<file path="src/rtl/cc_sched_pkg.sv">
// cc_sched_pkg: shared constants and payload type for the C&C frame scheduler
package cc_sched_pkg;
  localparam int CC_FRAME_BITS = 59;
  localparam int CC_PAYLOAD_BITS = 54;
  localparam int CC_FRAME_CBCLKS = 64;
  localparam int CC_LOW_HALF = 32;
  localparam logic [3:0] CC_IDLE_ADDR = 4'hF;
  typedef logic [CC_PAYLOAD_BITS-1:0] cc_payload_t;
endpackage

</file>
<file path="src/rtl/cc_rr_picker.sv">
// cc_rr_picker: combinational circular-priority picker, first request at or after ptr
module cc_rr_picker #(
  parameter int N = 4
) (
  input  logic [N-1:0] req,
  input  logic [3:0]   ptr,
  output logic         valid,
  output logic [3:0]   idx
);
  logic [N-1:0] rot;
  assign rot = N'({req, req} >> ptr);
  // scan from the farthest offset down so the request nearest the pointer wins
  always_comb begin
    valid = 1'b0;
    idx = '0;
    for (int k = N - 1; k >= 0; k--)
      if (rot[k]) begin
        valid = 1'b1;
        idx = (int'(ptr) + k >= N) ? 4'(int'(ptr) + k - N) : 4'(int'(ptr) + k);
      end
  end
endmodule

</file>
<file path="src/rtl/cc_frame_scheduler.sv">
// cc_frame_scheduler: round-robin C&C frame broadcaster; define CC_REFRESH_EN to resend enabled slots when nothing is pending
module cc_frame_scheduler
  import cc_sched_pkg::*;
#(
  parameter int         N_SLOTS   = 4,
  parameter logic [3:0] IDLE_ADDR = CC_IDLE_ADDR
) (
  input  logic               CBCLK,
  input  logic               reset,
  input  logic               PTT,
  input  logic [N_SLOTS-1:0] slot_enable,
  input  logic               wr_en,
  input  logic [3:0]         wr_slot,
  input  cc_payload_t        wr_data,
  output logic               CLRCLK,
  output logic               CC,
  output logic [N_SLOTS-1:0] pending,
  output logic               frame_start,
  output logic [3:0]         sent_slot
);
  logic [5:0] cnt, cnt_n;
  logic [3:0] ptr, p_idx, sel, addr;
  logic p_valid, sel_valid, fs;
  cc_payload_t pay [N_SLOTS];
  cc_payload_t snap;
  logic [CC_FRAME_BITS-1:0] sh;
  assign cnt_n = cnt + 6'd1;
  assign fs = cnt == 6'(CC_FRAME_CBCLKS - 1);
  cc_rr_picker #(.N(N_SLOTS)) u_pick (
    .req(pending & slot_enable), .ptr(ptr), .valid(p_valid), .idx(p_idx)
  );
`ifdef CC_REFRESH_EN
  logic r_valid;
  logic [3:0] r_idx;
  cc_rr_picker #(.N(N_SLOTS)) u_refresh (
    .req(slot_enable), .ptr(ptr), .valid(r_valid), .idx(r_idx)
  );
  assign sel_valid = p_valid | r_valid;
  assign sel = p_valid ? p_idx : r_idx;
`else
  assign sel_valid = p_valid;
  assign sel = p_idx;
`endif
  assign addr = sel_valid ? sel : IDLE_ADDR;
  // payload of the selected slot, zero for an idle frame
  always_comb begin
    snap = '0;
    for (int i = 0; i < N_SLOTS; i++)
      if (sel_valid && sel == 4'(i)) snap = pay[i];
  end
  // phase counter, frame clock, frame snapshot and MSB-first serialiser
  always_ff @(posedge CBCLK)
    if (reset) begin
      cnt <= 6'(CC_LOW_HALF);
      CLRCLK <= 1'b1;
      CC <= 1'b0;
      sh <= '0;
      frame_start <= 1'b0;
      sent_slot <= IDLE_ADDR;
      ptr <= '0;
    end else begin
      cnt <= cnt_n;
      CLRCLK <= cnt_n >= 6'(CC_LOW_HALF);
      frame_start <= fs;
      CC <= cnt < 6'(CC_FRAME_BITS) && sh[CC_FRAME_BITS-1];
      if (fs) begin
        sh <= {PTT, addr, snap};
        sent_slot <= addr;
        if (sel_valid) ptr <= (int'(sel) == N_SLOTS - 1) ? 4'd0 : sel + 4'd1;
      end else if (cnt < 6'(CC_FRAME_BITS)) sh <= sh << 1;
    end
  // live payloads and pending flags; a write beats the frame-start clear
  always_ff @(posedge CBCLK)
    for (int i = 0; i < N_SLOTS; i++)
      if (reset) begin
        pay[i] <= '0;
        pending[i] <= 1'b0;
      end else if (wr_en && wr_slot == 4'(i)) begin
        pay[i] <= wr_data;
        pending[i] <= 1'b1;
      end else if (fs && p_valid && p_idx == 4'(i)) pending[i] <= 1'b0;
endmodule

</file>
<file path="config.mk">
export PLATFORM = sky130hd
export DESIGN_NAME = cc_frame_scheduler
export DESIGN_NICKNAME = d
export VERILOG_FILES = /design/src/rtl/cc_sched_pkg.sv /design/src/rtl/cc_rr_picker.sv /design/src/rtl/cc_frame_scheduler.sv
export SDC_FILE = /design/constraint.sdc
export NUM_CORES = 1
export LEC_CHECK = 0
export ABC_AREA = 1
export CORE_ASPECT_RATIO = 0.6
export CORE_MARGIN = 3
export CORE_UTILIZATION = 55
export DETAILED_ROUTE_END_ITERATION = 7
export PLACE_DENSITY_LB_ADDON = 0.08
export SETUP_SLACK_MARGIN = 0.15
export SLEW_MARGIN = 5
export SYNTH_ARGS = -nofsm -noshare
export SYNTH_HDL_FRONTEND = slang
export SYNTH_SLANG_ARGS = --single-unit
</file>
<file path="constraint.sdc">
create_clock -name CBCLK -period 6.83 [get_ports CBCLK]
set_input_delay 1.366 -clock CBCLK [delete_from_list [all_inputs] [get_ports CBCLK]]
set_output_delay 1.366 -clock CBCLK [all_outputs]
set_load 0.01 [all_outputs]
</file>
==> impl_metrics.py, run 1 <==
metrics = {
    "critical_path": {
        "critPathCaptureType": "flip-flop",
        "path_common_cell": "nand2_1",
        "worstSetupPathType": "in2reg",
        "critPathLaunchType": "input pin",
        "worst_ep_arrival_time_ps": 4810,
        "path_max_fanout": 46,
        "slowest_stage": "buf_4",
        "crit-reg2reg-launch": "ptr[1]",
        "path_cells": "clkdlybuf4s50_1 > nand3_4 > nor2_1 > o211ai_2 > o21ai_0 > nand3_1 > nand2_1 > inv_1 > ha_1 > inv_1 > nor3_4 > buf_4 > nand2_1 > nand2_1 > nand2_1 > nand2_1 > nand2_1 > a21oi_2",
        "r2r-end": "sh[14]",
        "required_ps": 7320,
        "worstRegToRegCells": 27,
        "cp_slowest_stage_delay_ps": 630,
        "r2r_setup_slack_ps": 2750,
    },
    "cts": {
        "cts-hold-fix-buffers": 0,
        "clock_sinks": 295,
        "clockRootBuffer": "clkbuf_16",
        "htree_levels": 1,
        "cts_buffers": 28,
        "cts_setup_buffers": 0,
        "clk_latency_ps": 560,
        "clk_pin_slew_ps": 60,
        "ctsLongestPathBuffers": 3,
        "cts_tree": "yes",
        "cts_resized": 0,
    },
    "drt": {
        "ant_nets": 0,
        "detail_route.drc_violations": 0,
        "first_pass_iters": 5,
        "routedWlPerCell_um": 16.1,
        "vias": 11322,
        "viasPerCell": 5.19,
        "routed_wirelength_um": 35200,
        "detail_route.iter0.violations": 1026,
    },
    "finish": {
        "area_delta_synth_final_pct": 11.0,
        "fin_nets": 1882,
        "fillers": 2357,
        "fin_area_sq_um": 16600,
        "diodes": 0,
        "drive_gt1_share_pct": 8.79,
    },
    "sta": {
        "tightest_slew_ps": 940,
        "fin_setup_tns_ps": 0,
        "rsz0062_at_grt": "false",
        "fin_worst_skew_ps": 13.3,
        "finalCritPeriodShare_pct": 63.3,
        "maxSlewHeadroom_pct": 37.3,
        "fmax_mhz": 231,
        "fin_ws_ps": 2510,
        "finalHoldViolCount": 0,
        "holdWs_ps": 444,
        "period_minus_slack_ps": 4320,
        "drv_slew": 0,
        "finalSetupViolCount": 0,
    },
    "logic_synthesis": {
        "synth_top_area_cell": "edfxtp_1",
        "yosysSeqAreaShare_pct": 54.1,
        "synthCells": 1773,
        "ys_warn_count": 0,
        "synth-main-ff-cell": "edfxtp_1",
        "ys_ff_latch": 295,
        "yosys.area.top_type_share_pct": 43.5,
        "synthTopCellsByArea": "edfxtp_1 (43%), dfxtp_1 (11%), nor2_1 (10%)",
        "synthesis.area_sq_um": 14900,
        "synth_nets": 1856,
        "synthArstFlopShare_pct": 0,
        "syn_avg_cell_area_sq_um": 8.42,
        "yosysMostFrequentCell": "nor2_1",
        "synth_cell_types": 48,
        "netlist_top_cells_count": "nor2_1 (399), nand2_1 (345), inv_1 (234)",
        "synth_enable_flop_cells": 216,
    },
    "job": {
        "drv_cap": 0,
    },
    "power_and_ir_drop": {
        "leakagePower_nw": 7.16,
        "peakVddDrop_mv": 0.191,
        "p_per_area_nw_per_um2": 228,
    },
    "global_route": {
        "busiest_layer": "met2",
        "antenna_found_initial": 0,
        "grt_use_total_pct": 24.6,
        "met2_usage_pct": 38.3,
        "grt.met1_usage_pct": 37.3,
        "grt_max_degree": 99,
        "use_met3_pct": 3.53,
        "grt_pass1_wl_um": 57400,
        "grt-ovfl-total": 0,
        "first_global_vias": 10634,
    },
    "hold_path": {
        "whs_path_depth": 2,
        "hp-start": "cnt[4]",
        "hold_end": "cnt[4]",
        "hold_path_class": "reg2reg",
    },
    "placement": {
        "io_buffers": 76,
        "dpl_worst_slack_ps": 1990,
        "hpwl_um": 19600,
        "placed_cell_area_sq_um": 15700,
        "routabilityCongestion": 0.852,
    },
    "floorplan": {
        "fp.dieW_um": 219,
        "io_pins": 77,
        "initial_core_util_pct": 56.3,
        "coreArea_sq_um": 26500,
        "num_rows": 46,
        "fp.dieH_um": 134,
        "die_area_sq_um": 29200,
    },
    "status": {
        "status": "completed",
    },
}
==> cell families after synthesis <==
group,Yosys count,share of synthesized area [%]
buffers and inverters,350,10.9
XOR/XNOR,4,0.235
flip-flops,295,54.1
AND/OR/NAND/NOR,853,23.4
AO/OA/AOI/OAI,254,9.94
adder cells (fa/ha/maj),17,1.43
==> routing by layer <==
metal	routed length [um]	up-vias	part of all wire, %
met4	547	0	1.6
met1	16700	5230	47
li1	-	5677	-
met3	2600	41	7.4
met5	0	-	0
met2	15400	374	44
==> area by class of cell <==
type	instances	area (sq um)	share of cell area, %
clock inverters	10	93.8	0.566
inverters	250	943	5.69
well taps	360	450	2.72
repair buffers	96	936	5.65
flip-flops and latches	295	8070	48.7
clock buffers	42	813	4.91
multi-input cells	1128	5260	31.8
==> cell usage in the layout (no fill, tap or decap), drive strengths merged, types with 4 or more instances in the layout <==
| cell type | instances |
|---|---|
| a21oi | 69 |
| nand2 | 350 |
| ha | 17 |
| dfxtp | 79 |
| clkbuf | 42 |
| nand4 | 4 |
| nand3 | 81 |
| nor3 | 4 |
| nor2 | 404 |
| nor4 | 4 |
| inv | 251 |
| edfxtp | 216 |
| clkdlybuf4s50 | 76 |
| clkinv | 8 |
| or2 | 4 |
| buf | 20 |
| o21ai | 178 |
| xor2 | 4 |
==> state kept, by name, summed over array words and instances (netlist names) <==
name and flops:
sh 59, frame_start 1, CLRCLK 1, pending 4, cnt 5, CC 1, sent_slot 4, pay 216
ptr 4
==> worst max-delay path, delay by kind of cell <==
family	cells	cell delay, ps
simple gates	10	1230
fa+ha+maj	1	190
buf+inv	4	1330
compound gates	3	660
==> how the worst max path moves through the flow <==
stage	startpoint	end	slack (ps)	depth (start not counted)
after floorplan	slot_enable[3]	sh[22]	3440	19
after global placement	reset	pay[2][24]	2090	6
after detailed placement	slot_enable[3]	sh[22]	1990	18
after CTS	slot_enable[3]	sh[14]	2550	18
after global routing	slot_enable[3]	sh[44]	2210	19
final	slot_enable[3]	sh[14]	2510	18
==> metrics by stage <==
stage	power, mW	cells	util, %
6_report	3.78	2181	62.4
5_1_grt	3.90	2181	62.4
4_1_cts	3.80	2181	62.4
3_3_place_gp	2.26	2129	59.0
2_1_floorplan	2.18	1773	-
3_5_place_dp	2.27	2129	59.0
==> where the power goes <==
group	internal, mW	switching (mW)
Combinational	0.0678	0.139
Sequential	2.00	0.0228
Clock	0.866	0.683
Power figures use the tool's default switching activity.
==> run 2, diff against run 1 <==
==> constraint.sdc (replaced) <==
create_clock -name CBCLK -period 4.5 [get_ports CBCLK]
set_input_delay 0.9 -clock CBCLK [delete_from_list [all_inputs] [get_ports CBCLK]]
set_output_delay 0.9 -clock CBCLK [all_outputs]
set_load 0.01 [all_outputs]
==> run 2 against run 1 <==
Net effect:
- combinational power is 59% higher
- critical path type is now reg2reg
- sequential power rose by 52%
- via count up 1.1%
- clock power is 52% higher
- flip-flop and latch count unchanged
- highest routed layer unchanged
- largest cell class unchanged
==> impl_metrics.py, run 2 (synthesis gave the netlist of run 1 again) <==
metrics = {
    "sta": {
        "finalCritPeriodShare_pct": 84.7,
        "finalHoldViolCount": 0,
        "finalSetupViolCount": 0,
        "rsz0062_at_grt": "false",
        "fin_setup_tns_ps": 0,
        "drv_slew": 0,
        "holdWs_ps": 445,
        "period_minus_slack_ps": 3810,
        "tightest_slew_ps": 1200,
        "fin_worst_skew_ps": 9.80,
        "maxSlewHeadroom_pct": 19.7,
        "fmax_mhz": 262,
    },
    "drt": {
        "routedWlPerCell_um": 16.4,
        "ant_nets": 0,
        "first_pass_iters": 5,
        "detail_route.iter0.violations": 927,
        "detail_route.drc_violations": 0,
        "routed_wirelength_um": 35900,
        "vias": 11447,
        "viasPerCell": 5.22,
    },
    "power_and_ir_drop": {
        "p_seq_share_pct": 53.4,
        "total_power_mw": 5.74,
        "clock_power_share_pct": 40.9,
        "p_int_mw": 4.46,
        "peakVddDrop_mv": 0.293,
        "leakagePower_nw": 7.26,
        "p_per_area_nw_per_um2": 342,
        "pwr-share-comb_pct": 5.7,
        "p_switching_mw": 1.28,
        "p_sw_share_pct": 22.3,
    },
    "critical_path": {
        "worst_ep_arrival_time_ps": 4310,
        "path_common_cell": "nand2_1",
        "cp_slowest_stage_delay_ps": 610,
        "r2r-end": "sh[32]",
        "required_ps": 5000,
        "r2r_setup_slack_ps": 690,
        "slowest_stage": "dfxtp_1",
        "crit_path_end": "sh[32]",
        "worstRegToRegCells": 28,
        "crit-reg2reg-launch": "ptr[1]",
        "critPathCaptureType": "flip-flop",
        "path_max_fanout": 22,
        "critPathLaunchType": "flip-flop",
        "crit_path_start": "ptr[1]",
        "worstSetupPathType": "reg2reg",
    },
    "cts": {
        "clk_pin_slew_ps": 60,
        "clock_sinks": 295,
        "clockRootBuffer": "clkbuf_16",
        "cts-hold-fix-buffers": 0,
        "cts_buffers": 29,
        "clk_latency_ps": 570,
        "cts_tree": "yes",
        "htree_levels": 1,
        "cts_setup_buffers": 0,
        "cts_resized": 0,
        "ctsLongestPathBuffers": 3,
    },
    "finish": {
        "fin_nets": 1892,
        "diodes": 0,
        "area_delta_synth_final_pct": 12.4,
        "regArea_sq_um": 8070,
        "final_cell_mix": "nor2_1 (399), nand2_1 (340), inv_1 (234)",
        "reg.largest.list": "pay x216, sh x59, cnt x5",
        "largest-register": "pay",
        "fillers": 2300,
        "drive_gt1_share_pct": 8.95,
        "layout_commonest_cell": "nor2_1",
        "largest_register_ffs": 216,
        "multi_input_area_sq_um": 5260,
    },
    "floorplan": {
        "fp.dieW_um": 219,
        "initial_core_util_pct": 56.3,
        "fp.dieH_um": 134,
        "coreArea_sq_um": 26500,
        "die_area_sq_um": 29200,
        "num_rows": 46,
        "io_pins": 77,
    },
    "status": {
        "status": "completed",
    },
    "hold_path": {
        "hold_path_class": "reg2reg",
    },
    "placement": {
        "routabilityCongestion": 0.890,
        "io_buffers": 76,
        "hpwl_um": 20100,
    },
    "global_route": {
        "grt-ovfl-total": 0,
        "grt_pass1_wl_um": 57500,
        "antenna_found_initial": 0,
        "grt_max_degree": 85,
        "first_global_vias": 10647,
        "grt_use_total_pct": 24.9,
    },
    "job": {
        "drv_cap": 0,
    },
}
-- run 2: cell types whose count changed in the layout (fill, tap and decap cells not counted), sizes merged --
cell and change:
clkbuf +3, inv -1, buf +9
-- run 2: critical path, delay by kind of cell (launching register included) --
kind	cells	cell delay [ps]
buffers and inverters	5	850
and+or+nand+nor	20	1690
adders and majority gates	2	460
DFF	1	610
AOI/OAI and AO/OA	1	110
-- run 2: layout make-up --
| class | count | area share, % |
|---|---|---|
| Multi-Input combinational cell | 1128 | 31.4 |
| Clock buffer | 45 | 4.87 |
| Tap cell | 360 | 2.69 |
| Clock inverter | 9 | 0.522 |
| Inverter | 250 | 5.63 |
| Timing Repair Buffer | 105 | 6.80 |
| Sequential cell | 295 | 48.1 |
-- run 2: how the worst min path moves through the flow --
| stage | start | endpoint | slack [ps] | depth (start not counted) |
|---|---|---|---|---|
| detailed placement | sh[58] | CC | 430 | 2 |
| CTS | sh[58] | CC | 440 | 2 |
| global route | cnt[0] | cnt[0] | 490 | 1 |
| global placement | cnt[0] | cnt[0] | 430 | 1 |
| floorplan | cnt[0] | cnt[0] | 420 | 1 |
| finish | sh[58] | CC | 440 | 2 |
-- run 2: per-layer routing --
layer / vias to the layer above / routed length [um] / track usage, %
li1: 5686 / - / -
met3: 52 / 2900 / 3.74
met4: 0 / 639 / 5.54
met1: 5298 / 16700 / 37.4
met5: - / 0 / 0
met2: 411 / 15600 / 38.4
-- run 2: through the flow --
stage	area (sq um)	setup WS, ps	std cells	util (%)
after floorplan	14900	1580	1773	-
after CTS	16800	713	2192	63.2
after global placement	15900	542	2138	59.8
final	16800	689	2192	63.2
after detailed placement	15900	428	2138	59.8
after global routing	16800	344	2192	63.2
-- run 2: power groups by stage --
stage | Combinational [mW] | Clock [mW] | Sequential, mW
final | 0.330 | 2.35 | 3.07
after global routing | 0.363 | 2.49 | 3.08
after CTS | 0.330 | 2.39 | 3.07
after detailed placement | 0.328 | 0 | 3.12
after global placement | 0.324 | 0 | 3.12
after floorplan | 0.185 | 0 | 3.12
